File: config.mk
export PLATFORM = sky130hd
export DESIGN_NAME = scsi_sm
export DESIGN_NICKNAME = d
export VERILOG_FILES = /design/src/rtl/scsi_sm_pkg.sv /design/src/rtl/scsi_sm.sv
export SDC_FILE = /design/constraint.sdc
export NUM_CORES = 1
export LEC_CHECK = 0
export ABC_AREA = 1
export CAP_MARGIN = 40
export CORE_UTILIZATION = 41
export CTS_BUF_LIST = sky130_fd_sc_hd__clkbuf_8 sky130_fd_sc_hd__clkbuf_16
export CTS_CLUSTER_SIZE = 14
export DETAILED_ROUTE_END_ITERATION = 10
export PLACE_DENSITY = 0.81
export SETUP_SLACK_MARGIN = 0.2
export SYNTH_ARGS = -nofsm -noshare
export SYNTH_HDL_FRONTEND = slang
export SYNTH_SLANG_ARGS = --single-unit
File: constraint.sdc
create_clock -name CPUCLK -period 1.4 [get_ports CPUCLK]
set_input_delay 0.14 -clock CPUCLK [delete_from_list [all_inputs] [get_ports CPUCLK]]
set_output_delay 0.14 -clock CPUCLK [all_outputs]
set_load 0.05 [all_outputs]
File: src/rtl/scsi_sm_pkg.sv
// Shared types for the SCSI/DMA cycle controller: state encoding and output-vector bit positions.
// The C_STRB3/D_STRB3 states are only reachable when SCSI_SM_WAIT_STATE_EN is defined.
package scsi_sm_pkg;

    typedef enum logic [3:0] {
        IDLE    = 4'd0,
        C_SETUP = 4'd1,
        C_STRB1 = 4'd2,
        C_STRB2 = 4'd3,
        C_STRB3 = 4'd4,
        C_END   = 4'd5,
        C_WAIT  = 4'd6,
        D_ACK   = 4'd7,
        D_STRB1 = 4'd8,
        D_STRB2 = 4'd9,
        D_STRB3 = 4'd10,
        D_LATCH = 4'd11,
        D_INCN  = 4'd12,
        D_REC   = 4'd13
    } state_t;

    localparam int OUT_W     = 15;
    localparam int O_RDFIFO  = 0;
    localparam int O_RIFIFO  = 1;
    localparam int O_INCNO   = 2;
    localparam int O_INCNI   = 3;
    localparam int O_INCBO   = 4;
    localparam int O_LBYTE_N = 5;
    localparam int O_LS2CPU  = 6;
    localparam int O_CPU2S   = 7;
    localparam int O_S2CPU   = 8;
    localparam int O_F2S     = 9;
    localparam int O_S2F     = 10;
    localparam int O_DACK    = 11;
    localparam int O_WE      = 12;
    localparam int O_RE      = 13;
    localparam int O_CS      = 14;

    // Quiescent output vector: everything low except the active-low byte latch enable.
    localparam logic [OUT_W-1:0] OUT_IDLE = 15'b000_0000_0010_0000;

    function automatic logic is_strobe_state(state_t s);
        return (s == C_STRB1) || (s == C_STRB2) || (s == C_STRB3) ||
               (s == D_STRB1) || (s == D_STRB2) || (s == D_STRB3);
    endfunction

    function automatic logic is_cpu_active(state_t s);
        return (s == C_SETUP) || (s == C_STRB1) || (s == C_STRB2) ||
               (s == C_STRB3) || (s == C_END);
    endfunction

    function automatic logic is_dma_active(state_t s);
        return (s == D_ACK) || (s == D_STRB1) || (s == D_STRB2) ||
               (s == D_STRB3) || (s == D_LATCH);
    endfunction

endpackage

File: src/rtl/scsi_sm.sv
// Moore controller arbitrating CPU register cycles against byte-wide DMA to the WD33C93.
// Define SCSI_SM_WAIT_STATE_EN to stretch RE/WE strobes from 2 to 3 cycles.
module scsi_sm
    import scsi_sm_pkg::*;
(
    input  logic CPUCLK,
    input  logic RESET_,
    input  logic CPUREQ,
    input  logic nAS_,
    input  logic RW,
    input  logic DMADIR,
    input  logic DREQ_,
    input  logic BOEQ3,
    input  logic FIFOFULL,
    input  logic FIFOEMPTY,
    input  logic INCFIFO,
    input  logic DECFIFO,
    output logic SCSI_CS_o,
    output logic RE_o,
    output logic WE_o,
    output logic DACK_o,
    output logic S2F_o,
    output logic F2S_o,
    output logic S2CPU_o,
    output logic CPU2S_o,
    output logic LS2CPU,
    output logic LBYTE_,
    output logic INCBO_o,
    output logic INCNI_o,
    output logic INCNO_o,
    output logic RIFIFO_o,
    output logic RDFIFO_o
);

    state_t state_q, state_d;
    logic   rw_q, rw_d;
    logic   dir_q, dir_d;
    logic   last_q, last_d;
    logic   needload_q, needload_d;
    logic [OUT_W-1:0] out_vec;

    always_ff @(posedge CPUCLK or negedge RESET_) begin
        if (!RESET_) begin
            state_q    <= IDLE;
            rw_q       <= 1'b0;
            dir_q      <= 1'b0;
            last_q     <= 1'b0;
            needload_q <= 1'b1;
        end else begin
            state_q    <= state_d;
            rw_q       <= rw_d;
            dir_q      <= dir_d;
            last_q     <= last_d;
            needload_q <= needload_d;
        end
    end

    always_comb begin
        state_d    = state_q;
        rw_d       = rw_q;
        dir_d      = dir_q;
        last_d     = last_q;
        needload_d = needload_q;
        unique case (state_q)
            IDLE: begin
                // CPU wins; DMA waits for any pending FIFO count update to land.
                if (CPUREQ && !nAS_) begin
                    state_d = C_SETUP;
                    rw_d    = RW;
                end else if (!DREQ_ && !INCFIFO && !DECFIFO) begin
                    if (DMADIR && !FIFOFULL) begin
                        state_d = D_ACK;
                        dir_d   = 1'b1;
                    end else if (!DMADIR && !FIFOEMPTY) begin
                        state_d = D_ACK;
                        dir_d   = 1'b0;
                    end
                end
            end
            C_SETUP: state_d = C_STRB1;
            C_STRB1: state_d = C_STRB2;
`ifdef SCSI_SM_WAIT_STATE_EN
            C_STRB2: state_d = C_STRB3;
`else
            C_STRB2: state_d = C_END;
`endif
            C_STRB3: state_d = C_END;
            C_END:   state_d = C_WAIT;
            C_WAIT: begin
                if (!CPUREQ || nAS_) begin
                    state_d = IDLE;
                end
            end
            D_ACK: begin
                // Sample the byte pointer before INCBO can move it.
                state_d = D_STRB1;
                last_d  = BOEQ3;
                if (!dir_q) begin
                    needload_d = 1'b0;
                end
            end
            D_STRB1: state_d = D_STRB2;
`ifdef SCSI_SM_WAIT_STATE_EN
            D_STRB2: state_d = D_STRB3;
`else
            D_STRB2: state_d = D_LATCH;
`endif
            D_STRB3: state_d = D_LATCH;
            D_LATCH: state_d = last_q ? D_INCN : D_REC;
            D_INCN: begin
                state_d = D_REC;
                if (!dir_q) begin
                    needload_d = 1'b1;
                end
            end
            D_REC:   state_d = IDLE;
            default: state_d = IDLE;
        endcase
    end

    always_comb begin
        logic cpu_act;
        logic dma_act;
        logic strb;
        logic rd_sel;
        out_vec = OUT_IDLE;
        cpu_act = is_cpu_active(state_q);
        dma_act = is_dma_active(state_q);
        strb    = is_strobe_state(state_q);
        rd_sel  = cpu_act ? rw_q : dir_q;

        out_vec[O_CS]      = cpu_act;
        out_vec[O_S2CPU]   = cpu_act && rw_q;
        out_vec[O_CPU2S]   = cpu_act && !rw_q;
        out_vec[O_LS2CPU]  = (state_q == C_END) && rw_q;
        out_vec[O_RE]      = strb && rd_sel;
        out_vec[O_WE]      = strb && !rd_sel;
        out_vec[O_DACK]    = dma_act;
        out_vec[O_S2F]     = dma_act && dir_q;
        out_vec[O_F2S]     = dma_act && !dir_q;
        out_vec[O_LBYTE_N] = !((state_q == D_LATCH) && dir_q);
        out_vec[O_INCBO]   = (state_q == D_LATCH);
        out_vec[O_RIFIFO]  = (state_q == D_LATCH) && dir_q && last_q;
        out_vec[O_INCNI]   = (state_q == D_INCN) && dir_q;
        out_vec[O_INCNO]   = (state_q == D_INCN) && !dir_q;
        out_vec[O_RDFIFO]  = (state_q == D_ACK) && !dir_q && needload_q;
    end

    assign SCSI_CS_o = out_vec[O_CS];
    assign RE_o      = out_vec[O_RE];
    assign WE_o      = out_vec[O_WE];
    assign DACK_o    = out_vec[O_DACK];
    assign S2F_o     = out_vec[O_S2F];
    assign F2S_o     = out_vec[O_F2S];
    assign S2CPU_o   = out_vec[O_S2CPU];
    assign CPU2S_o   = out_vec[O_CPU2S];
    assign LS2CPU    = out_vec[O_LS2CPU];
    assign LBYTE_    = out_vec[O_LBYTE_N];
    assign INCBO_o   = out_vec[O_INCBO];
    assign INCNI_o   = out_vec[O_INCNI];
    assign INCNO_o   = out_vec[O_INCNO];
    assign RIFIFO_o  = out_vec[O_RIFIFO];
    assign RDFIFO_o  = out_vec[O_RDFIFO];

endmodule

==> insert_results.sql, run 1 <==
INSERT INTO impl_metrics (metric_group, metric, value, unit) VALUES
('yosys', 'synth-async-reset-ratio', '1.00', ''),
('floorplanning', 'row_count', '14', ''),
('clocking', 'clock_sinks', '8', ''),
('floorplanning', 'pin_count', '27', ''),
('status', 'failed_stage', '5_1_grt', ''),
('clocking', 'cts_inserted_buffers', '3', ''),
('place', 'dp_hpwl', '1.45', 'mm'),
('yosys', 'synth_edf_count', '0', ''),
('yosys', 'yosysUniqueCellTypes', '23', ''),
('floorplanning', 'chipHeight', '41.9', 'um'),
('clocking', 'cts-root-to-sink-buffers', '2', ''),
('status', 'run_status', 'did not finish', ''),
('grt', 'grt_remaining_overflow', '27', ''),
('yosys', 'synthesis.yosys.warnings', '0', ''),
('clocking', 'cts_htree_levels', '1', ''),
('yosys', 'synth_cells', '101', ''),
('yosys', 'ys_dominant_reg_cell', 'sky130_fd_sc_hd__dfrtp_1', ''),
('yosys', 'netlist_top_cells_count', 'sky130_fd_sc_hd__nand2_1, sky130_fd_sc_hd__nor2_1, sky130_fd_sc_hd__inv_1, sky130_fd_sc_hd__dfrtp_1, sky130_fd_sc_hd__inv_2', ''),
('clocking', 'cts_root_buf', 'sky130_fd_sc_hd__clkbuf_8', ''),
('yosys', 'postSynthAreaPerCell', '6.47', 'um^2'),
('place', 'port_buffer_cells', '26', ''),
('status', 'first_error', '[ERROR GRT-0232] Routing congestion too high. Check the congestion heatmap in the GUI.', ''),
('sta', 'worst_endpoint_kind', 'output port', ''),
('yosys', 'yosys.cell_count.top_type', 'sky130_fd_sc_hd__nand2_1', ''),
('place', 'place_congestion', '0.975', ''),
('yosys', 'syn-cell-area', '653', 'um^2'),
('yosys', 'yosys.area.top_type_share', '0.268', ''),
('yosys', 'synth.ff_latch_count', '8', ''),
('yosys', 'yosysTopAreaCell', 'sky130_fd_sc_hd__dfrtp_1', ''),
('floorplanning', 'initial_core_util', '0.439', ''),
('sta', 'globalroute.repair_timing.worst_endpoint', 'RE_o', ''),
('yosys', 'syn-num-nets', '113', ''),
('clocking', 'post_cts_hold_buffer_count', '0', ''),
('floorplanning', 'floorplan.die.width', '41.9', 'um'),
('grt', 'grt_max_degree', '9', ''),
('yosys', 'synth_seq_area_share', '0.308', ''),
('grt', 'grt_util_all_layers', '0.653', ''),
('yosys', 'synth.top_cells.by_area', 'sky130_fd_sc_hd__dfrtp_1, sky130_fd_sc_hd__nand2_1, sky130_fd_sc_hd__nor2_1, sky130_fd_sc_hd__inv_1, sky130_fd_sc_hd__nand2_2', '');
[cells by family after synthesis]
group,after synthesis,synth area share
AO/OA/AOI/OAI,8,0.0709
buffers and inverters,20,0.115
flip-flops,8,0.308
AND/OR/NAND/NOR,65,0.506
[routing by layer]
| layer | track usage | overflow |
|---|---|---|
| met5 | 0 | 0 |
| met4 | 0.787 | 11 |
| met3 | 0.339 | 0 |
| met2 | 0.844 | 16 |
| met1 | 0.680 | 0 |
[metrics by stage]
stage                      util  cell area [um^2]  cells  setup WS, ns
after floorplan               -               761    101        -0.216
after global placement    0.832              1240    151        0.0431
after detailed placement  0.832              1240    151       -0.0142
after CTS                 0.963              1430    165        -0.211
[what timing repair did]
item                                    CTS
pin swaps                                 6
resized for setup                        20
setup buffers                            10
endpoints found under the setup margin   21
==> run 2: changes to the inputs <==
==> config.mk (replaced) <==
export PLATFORM = sky130hd
export DESIGN_NAME = scsi_sm
export DESIGN_NICKNAME = d
export VERILOG_FILES = /design/src/rtl/scsi_sm_pkg.sv /design/src/rtl/scsi_sm.sv
export SDC_FILE = /design/constraint.sdc
export NUM_CORES = 1
export LEC_CHECK = 0
export ABC_AREA = 1
export CAP_MARGIN = 40
export CORE_AREA = 2 2 63 65
export DETAILED_ROUTE_END_ITERATION = 10
export DIE_AREA = 0 0 65 67
export PLACE_DENSITY_LB_ADDON = 0.15
export SYNTH_ARGS = -nofsm -noshare
export SYNTH_HDL_FRONTEND = slang
export SYNTH_SLANG_ARGS = --single-unit
==> run 2 against run 1 <==
The flow now finishes, with violations (setup timing). Synthesized cell count unchanged. Synthesized area unchanged.
==> insert_results.sql, run 2 <==
INSERT INTO impl_metrics (metric_group, metric, value, unit) VALUES
('grt', 'first_global_vias', '784', ''),
('setup_path', 'worst-setup-path-type', 'flip-flop to primary output', ''),
('sta', 'fin_skew', '0.00809', 'ns'),
('clocking', 'insertion_delay', '0.24', 'ns'),
('yosys', 'postSynthAreaPerCell', '6.47', 'um^2'),
('clocking', 'tritoncts', 'done', ''),
('floorplanning', 'coreArea', '0.00361', 'mm^2'),
('floorplanning', 'floorplan.die.width', '65', 'um'),
('floorplanning', 'row_count', '22', ''),
('yosys', 'syn-cell-area', '653', 'um^2'),
('grt', 'grt_remaining_overflow', '0', ''),
('yosys', 'synth_seq_area_share', '0.308', ''),
('detailed_routing', 'drt_iter0_markers', '21', ''),
('detailed_routing', 'first_pass_iters', '4', ''),
('clocking', 'cts_root_buf', 'sky130_fd_sc_hd__clkbuf_8', ''),
('clocking', 'clock_sinks', '8', ''),
('final_layout', 'final_cell_mix', 'sky130_fd_sc_hd__nand2_1, sky130_fd_sc_hd__buf_4, sky130_fd_sc_hd__buf_12, sky130_fd_sc_hd__inv_1, sky130_fd_sc_hd__clkdlybuf4s50_1', ''),
('pwr', 'p_leak', '0.714', 'nW'),
('run', 'maxCapViolations', '0', ''),
('place', 'place_congestion', '0.808', ''),
('sta', 'postLayoutSetupSlackWorst', '-0.199', 'ns'),
('yosys', 'synth.top_cells.by_area', 'sky130_fd_sc_hd__dfrtp_1, sky130_fd_sc_hd__nand2_1, sky130_fd_sc_hd__nor2_1, sky130_fd_sc_hd__inv_1, sky130_fd_sc_hd__nand2_2', ''),
('clocking', 'cts-root-to-sink-buffers', '2', ''),
('yosys', 'synthesis.yosys.warnings', '0', ''),
('final_layout', 'layout_commonest_cell', 'sky130_fd_sc_hd__nand2_1', ''),
('final_layout', 'max_flop_register', 'state_q', ''),
('grt', 'grt_pass1_wl', '3.28', 'mm'),
('sta', 'maxSlewHeadroom', '0.736', ''),
('setup_path', 'regToRegStartpoint', 'state_q[3]', ''),
('sta', 'grt_setup_unrepaired', 'true', ''),
('grt', 'grt_max_degree', '9', ''),
('yosys', 'netlist_top_cells_count', 'sky130_fd_sc_hd__nand2_1, sky130_fd_sc_hd__nor2_1, sky130_fd_sc_hd__inv_1, sky130_fd_sc_hd__dfrtp_1, sky130_fd_sc_hd__inv_2', ''),
('yosys', 'ys_dominant_reg_cell', 'sky130_fd_sc_hd__dfrtp_1', ''),
('yosys', 'syn-num-nets', '113', ''),
('detailed_routing', 'drtAntennaViolNets', '0', ''),
('yosys', 'yosysUniqueCellTypes', '23', ''),
('yosys', 'synth.ff_latch_count', '8', ''),
('yosys', 'yosys.cell_count.top_type', 'sky130_fd_sc_hd__nand2_1', ''),
('sta', 'finalWorstPathRequiredPeriod', '1.60', 'ns'),
('grt', 'antenna_found_initial', '0', ''),
('grt', 'grt_util_all_layers', '0.0976', ''),
('final_layout', 'final_util', '0.406', ''),
('clocking', 'cts_inserted_buffers', '3', ''),
('status', 'run_status', 'complete, but fails checks', ''),
('yosys', 'synth-async-reset-ratio', '1.00', ''),
('final_layout', 'layout-drive-gt1-share', '0.550', ''),
('status', 'failed_checks', 'setup timing', ''),
('yosys', 'yosys.area.top_type_share', '0.268', ''),
('sta', 'worst_slew_pin_slew', '0.394', 'ns'),
('place', 'port_buffer_cells', '26', ''),
('setup_path', 'worst-r2r-cell-count', '8', ''),
('detailed_routing', 'detail_route.wirelength', '2.01', 'mm'),
('clocking', 'cts.reportedPaths.clkPinSlew', '0.05', 'ns'),
('setup_path', 'element_type_at_the_critical_path_start', 'flip-flop', ''),
('setup_path', 'critical_path_peak_fanout', '6', ''),
('pwr', 'pwr_per_cell_area', '2570', 'mW/mm^2'),
('sta', 'setup_tns', '-1.57', 'ns'),
('sta', 'final_min_period_over_clock_period', '1.14', ''),
('worst_hold_path', 'min-delay-path-class', 'input pin to asynchronous set/reset pin', ''),
('sta', 'report.final.slew_viol_count', '0', ''),
('floorplanning', 'design.die.area', '0.00436', 'mm^2'),
('floorplanning', 'initial_core_util', '0.181', ''),
('setup_path', 'ff2ff_setup_slack', '0.05', 'ns'),
('yosys', 'synth_cells', '101', ''),
('floorplanning', 'pin_count', '27', ''),
('final_layout', 'largest_reg_flops', '4', ''),
('setup_path', 'timing.rr.end', 'state_q[0]', ''),
('final_layout', 'antennaDiodeCount', '0', ''),
('setup_path', 'worst_ep_required_time', '1.26', 'ns'),
('detailed_routing', 'viasPerCell', '3.95', ''),
('yosys', 'synth_edf_count', '0', ''),
('final_layout', 'syn_to_final_growth', '124', '%'),
('pwr', 'vdd_ir_drop_max', '0.000544', 'V'),
('detailed_routing', 'post_drt_wl_per_cell', '10.1', 'um'),
('sta', 'number_of_hold_violations_in_the_final_report', '0', ''),
('sta', 'report.final.setup_viol', '15', ''),
('detailed_routing', 'drc_errors', '0', ''),
('yosys', 'yosysTopAreaCell', 'sky130_fd_sc_hd__dfrtp_1', ''),
('final_layout', 'number_of_nets_at_the_end_of_the_flow', '164', ''),
('setup_path', 'arrival', '1.46', 'ns'),
('floorplanning', 'chipHeight', '67', 'um'),
('setup_path', 'worst_setup_path_end_kind', 'primary output', ''),
('clocking', 'cts_htree_levels', '1', ''),
('detailed_routing', 'routed-via-count', '786', ''),
('place', 'dp_hpwl', '1.52', 'mm'),
('sta', 'clock.fmax', '625', 'MHz');
==> run 2: cell counts after synthesis <==
Identical to the previous run, type by type.
==> run 2: metrics by stage <==
step | instance area, um^2 | setup slack (ns) | hold slack [ns] | std cells | total power [mW]
finish | 1460 | -0.199 | 0.191 | 199 | 3.76
global route | 1460 | -0.247 | 0.234 | 199 | 3.99
CTS | 1360 | -0.185 | 0.210 | 193 | 3.54
detailed placement | 1260 | 0.0166 | 0.463 | 186 | 3.07
global placement | 1260 | 0.0474 | 0.466 | 186 | 3.06
floorplan | 722 | -0.216 | -0.156 | 101 | 1.96
==> run 2: what timing repair did <==
item                       in CTS  in global routing
setup buffers                   3                  6
pin swaps                       5                  6
gates resized for setup         7                 16
hold buffers                    0                  0
setup endpoints to repair      15                 18
==> run 2: critical path: stages (launching register included) <==
cell and delay, ns:
sky130_fd_sc_hd__dfrtp_2 0.47, sky130_fd_sc_hd__nor2_4 0.17, sky130_fd_sc_hd__nand2_4 0.08, sky130_fd_sc_hd__nand2_8 0.07
sky130_fd_sc_hd__nand2_4 0.05, sky130_fd_sc_hd__o21ai_4 0.07, sky130_fd_sc_hd__and2_4 0.17, sky130_fd_sc_hd__buf_12 0.13
==> run 2: how the worst max path moves through the flow <==
stage	startpoint	to	slack [ns]	cells after the start
2_1_floorplan	state_q[2]	RIFIFO_o	-0.22	5
3_3_place_gp	state_q[3]	RE_o	0.05	7
3_5_place_dp	state_q[3]	RE_o	0.02	7
4_1_cts	state_q[1]	RE_o	-0.18	7
5_1_grt	state_q[2]	RDFIFO_o	-0.25	5
6_report	state_q[2]	RE_o	-0.20	7
==> run 2: final cells by class <==
| cell class | instances | area, um^2 |
|---|---|---|
| Clock buffer | 4 | 45.0 |
| Fill cell | 348 | 2140 |
| Multi-Input combinational cell | 73 | 526 |
| Inverter | 20 | 75.1 |
| Timing Repair Buffer | 46 | 552 |
| Tap cell | 48 | 60.1 |
| Sequential cell | 8 | 206 |
==> run 2: kinds of logic after synthesis <==
kind of cell	Yosys count	synth area share
AOI/OAI and AO/OA	8	0.0709
buffers and inverters	20	0.115
DFF	8	0.308
and+or+nand+nor	65	0.506
==> run 2: power breakdown <==
part	total (mW)	internal, mW	switching, mW
Sequential	0.510	0.361	0.149
Combinational	2.95	1.35	1.60
Clock	0.306	0.199	0.107
Total	3.76	1.91	1.86
==> run 2: metal layers <==
metal | part of all wire | up-vias | global-route usage
met1 | 0.38 | 353 | 0.0967
met5 | 0 | - | 0
met2 | 0.54 | 23 | 0.187
met4 | 0.017 | 0 | 0.0399
met3 | 0.063 | 5 | 0.0304
li1 | - | 405 | -
Power figures use the tool's default switching activity.
==> run 3: changes to the inputs <==
--- a/config.mk
+++ b/config.mk
@@ -6,7 +6,7 @@
 export NUM_CORES = 1
 export LEC_CHECK = 0
 export ABC_AREA = 1
-export CAP_MARGIN = 40
+export CAP_MARGIN = 10
 export CORE_AREA = 2 2 63 65
 export DETAILED_ROUTE_END_ITERATION = 10
 export DIE_AREA = 0 0 65 67
==> results of run 3 <==
Same layout as run 2: the final DEF is identical, and so are final timing and power.
==> run 4: changes to the inputs <==
--- a/config.mk
+++ b/config.mk
@@ -10,6 +10,7 @@
 export CORE_AREA = 2 2 63 65
 export DETAILED_ROUTE_END_ITERATION = 10
 export DIE_AREA = 0 0 65 67
+export MAX_ROUTING_LAYER = met4
 export PLACE_DENSITY_LB_ADDON = 0.15
 export SYNTH_ARGS = -nofsm -noshare
 export SYNTH_HDL_FRONTEND = slang
==> run 4 against run 3 <==
Sequential cell count is the same. Fmax about the same. Clock power about the same. Clock skew is 0.00050 ns higher. Cell area unchanged. Utilization is the same. The run still ends with setup timing left. Final cell count unchanged. Global-route usage rose by 0.26 points. Wire length rose by 0.50%.
==> insert_results.sql, run 4 (same netlist as run 2, synthesis figures left out) <==
INSERT INTO impl_metrics (metric_group, metric, value, unit) VALUES
('status', 'run_status', 'complete, but fails checks', ''),
('status', 'failed_checks', 'setup timing', ''),
('final_layout', 'layout_commonest_cell', 'sky130_fd_sc_hd__nand2_1', ''),
('pwr', 'pwr_per_cell_area', '2570', 'mW/mm^2'),
('final_layout', 'syn_to_final_growth', '124', '%'),
('pwr', 'power_switching_share', '0.494', ''),
('detailed_routing', 'first_pass_iters', '4', ''),
('pwr', 'p_sw', '1.86', 'mW'),
('detailed_routing', 'dr_wl_met3', '119', 'um'),
('grt', 'grt_remaining_overflow', '0', ''),
('sta', 'worst_slew_pin_slew', '0.398', 'ns'),
('floorplanning', 'design.die.area', '0.00436', 'mm^2'),
('setup_path', 'element_type_at_the_critical_path_start', 'flip-flop', ''),
('clocking', 'cts_inserted_buffers', '3', ''),
('floorplanning', 'pin_count', '27', ''),
('detailed_routing', 'post_drt_wl_per_cell', '10.2', 'um'),
('pwr', 'p_leak', '0.714', 'nW'),
('place', 'dp_hpwl', '1.52', 'mm'),
('place', 'port_buffer_cells', '26', ''),
('sta', 'final_min_period_over_clock_period', '1.14', ''),
('final_layout', 'max_flop_register', 'state_q', ''),
('sta', 'finalWorstPathRequiredPeriod', '1.60', 'ns'),
('detailed_routing', 'highest-signal-layer', 'met4', ''),
('run', 'maxCapViolations', '0', ''),
('worst_hold_path', 'min-delay-path-class', 'input pin to asynchronous set/reset pin', ''),
('pwr', 'comb_power_share', '0.783', ''),
('clocking', 'cts_htree_levels', '1', ''),
('setup_path', 'arrival', '1.46', 'ns'),
('clocking', 'clock_sinks', '8', ''),
('sta', 'maxSlewHeadroom', '0.734', ''),
('place', 'place_congestion', '0.820', ''),
('final_layout', 'number_of_nets_at_the_end_of_the_flow', '164', ''),
('final_layout', 'cell_count_final_fillers_out', '199', ''),
('pwr', 'total_power', '3.76', 'mW'),
('final_layout', 'antennaDiodeCount', '0', ''),
('final_layout', 'layout-drive-gt1-share', '0.550', ''),
('sta', 'report.final.slew_viol_count', '0', ''),
('pwr', 'p_int', '1.91', 'mW'),
('final_layout', 'final_cell_mix', 'sky130_fd_sc_hd__nand2_1, sky130_fd_sc_hd__buf_4, sky130_fd_sc_hd__buf_12, sky130_fd_sc_hd__inv_1, sky130_fd_sc_hd__clkdlybuf4s50_1', ''),
('final_layout', 'largest_reg_flops', '4', ''),
('place', 'dp_cell_count', '186', ''),
('detailed_routing', 'routed-via-count', '790', ''),
('sta', 'worst_hold_slack', '0.192', 'ns'),
('clocking', 'cts_root_buf', 'sky130_fd_sc_hd__clkbuf_8', ''),
('clocking', 'insertion_delay', '0.24', 'ns'),
('grt', 'grt_pass1_wl', '3.29', 'mm'),
('detailed_routing', 'detail_route.wirelength', '2.02', 'mm'),
('setup_path', 'critical_path_peak_fanout', '6', ''),
('clocking', 'tritoncts', 'done', ''),
('pwr', 'power.share.sequential', '0.136', ''),
('grt', 'grt_util_all_layers', '0.100', ''),
('detailed_routing', 'wl_met2', '1.09', 'mm'),
('setup_path', 'worst-setup-path-type', 'flip-flop to primary output', ''),
('detailed_routing', 'drtAntennaViolNets', '0', ''),
('setup_path', 'worst_ep_required_time', '1.26', 'ns'),
('sta', 'number_of_hold_violations_in_the_final_report', '0', ''),
('floorplanning', 'floorplan.die.width', '65', 'um'),
('clocking', 'post_cts_hold_buffer_count', '0', ''),
('sta', 'clock.fmax', '625', 'MHz'),
('grt', 'first_global_vias', '783', ''),
('clocking', 'cts-root-to-sink-buffers', '2', ''),
('floorplanning', 'initial_core_util', '0.181', ''),
('sta', 'report.final.setup_viol', '15', ''),
('clocking', 'cts.reportedPaths.clkPinSlew', '0.05', 'ns'),
('detailed_routing', 'drc_errors', '0', ''),
('detailed_routing', 'viasPerCell', '3.97', ''),
('floorplanning', 'chipHeight', '67', 'um'),
('floorplanning', 'row_count', '22', ''),
('sta', 'postLayoutSetupSlackWorst', '-0.201', 'ns'),
('pwr', 'vdd_ir_drop_max', '0.000544', 'V'),
('pwr', 'part_of_the_total_power_dissipated_in_the_clock_network', '0.082', ''),
('detailed_routing', 'm1WireLength', '784', 'um'),
('detailed_routing', 'drt_iter0_markers', '21', ''),
('setup_path', 'worst_setup_path_end_kind', 'primary output', ''),
('sta', 'fin_skew', '0.00859', 'ns'),
('grt', 'antenna_found_initial', '0', ''),
('final_layout', 'fillerInstances', '348', ''),
('floorplanning', 'coreArea', '0.00361', 'mm^2'),
('sta', 'grt_setup_unrepaired', 'true', ''),
('grt', 'grt_max_degree', '9', '');
run 4: worst paths after layout:
path | from | to | slack [ns] | cells after the start
worst max-delay path | state_q[2] | RE_o | -0.20 | 7
worst min-delay path | RESET_ | rw_q | 0.19 | 1
worst max register to register | state_q[3] | state_q[0] | 0.05 | 8
worst min register to register | needload_q | needload_q | 0.51 | 2
max in group asynchronous | RESET_ | needload_q | 0.88 | 1
min in group CPUCLK | BOEQ3 | last_q | 0.50 | 3
run 4: metrics by stage:
step / utilization / instance area (um^2) / worst slack [ns] / TNS [ns]
floorplan: - / 722 / -0.216 / -0.723
finish: 0.406 / 1460 / -0.201 / -1.61
global route: 0.406 / 1460 / -0.247 / -2.56
CTS: 0.376 / 1360 / -0.185 / -1.68
global placement: 0.350 / 1260 / 0.0474 / 0
detailed placement: 0.350 / 1260 / 0.0166 / 0
run 4: metal layers:
layer,GRT usage,vias up
met3,0.0304,5
met1,0.0967,357
met5,-,-
li1,-,405
met4,0.0399,0
met2,0.187,23
run 4: area by class of cell:
| class | count | area (um^2) | share of cell area |
|---|---|---|---|
| tap | 48 | 60.1 | 0.0410 |
| clock buffer | 4 | 45.0 | 0.0308 |
| sequential | 8 | 206 | 0.141 |
| inverter | 20 | 75.1 | 0.0513 |
| multi-input combinational | 73 | 526 | 0.359 |
| timing repair buffer | 46 | 552 | 0.377 |
run 4: critical path, stage by stage (launching register included):
cell                      delay, ns
sky130_fd_sc_hd__dfrtp_2       0.47
sky130_fd_sc_hd__nor2_4        0.17
sky130_fd_sc_hd__nand2_4       0.08
sky130_fd_sc_hd__nand2_8       0.07
sky130_fd_sc_hd__nand2_4       0.05
sky130_fd_sc_hd__o21ai_4       0.07
sky130_fd_sc_hd__and2_4        0.17
sky130_fd_sc_hd__buf_12        0.13
run 4: repair_timing:
| item | CTS | global route |
|---|---|---|
| setup buffers | 3 | 6 |
| resized for setup | 7 | 16 |
| pin swaps | 5 | 6 |
| endpoints found under the setup margin | 15 | 18 |
run 4: power by group through the flow:
stage | clock network [mW] | logic, mW | registers (mW)
floorplan | 0 | 1.49 | 0.473
global placement | 0 | 2.58 | 0.475
detailed placement | 0 | 2.59 | 0.478
CTS | 0.311 | 2.75 | 0.476
global route | 0.321 | 3.14 | 0.527
finish | 0.308 | 2.95 | 0.511
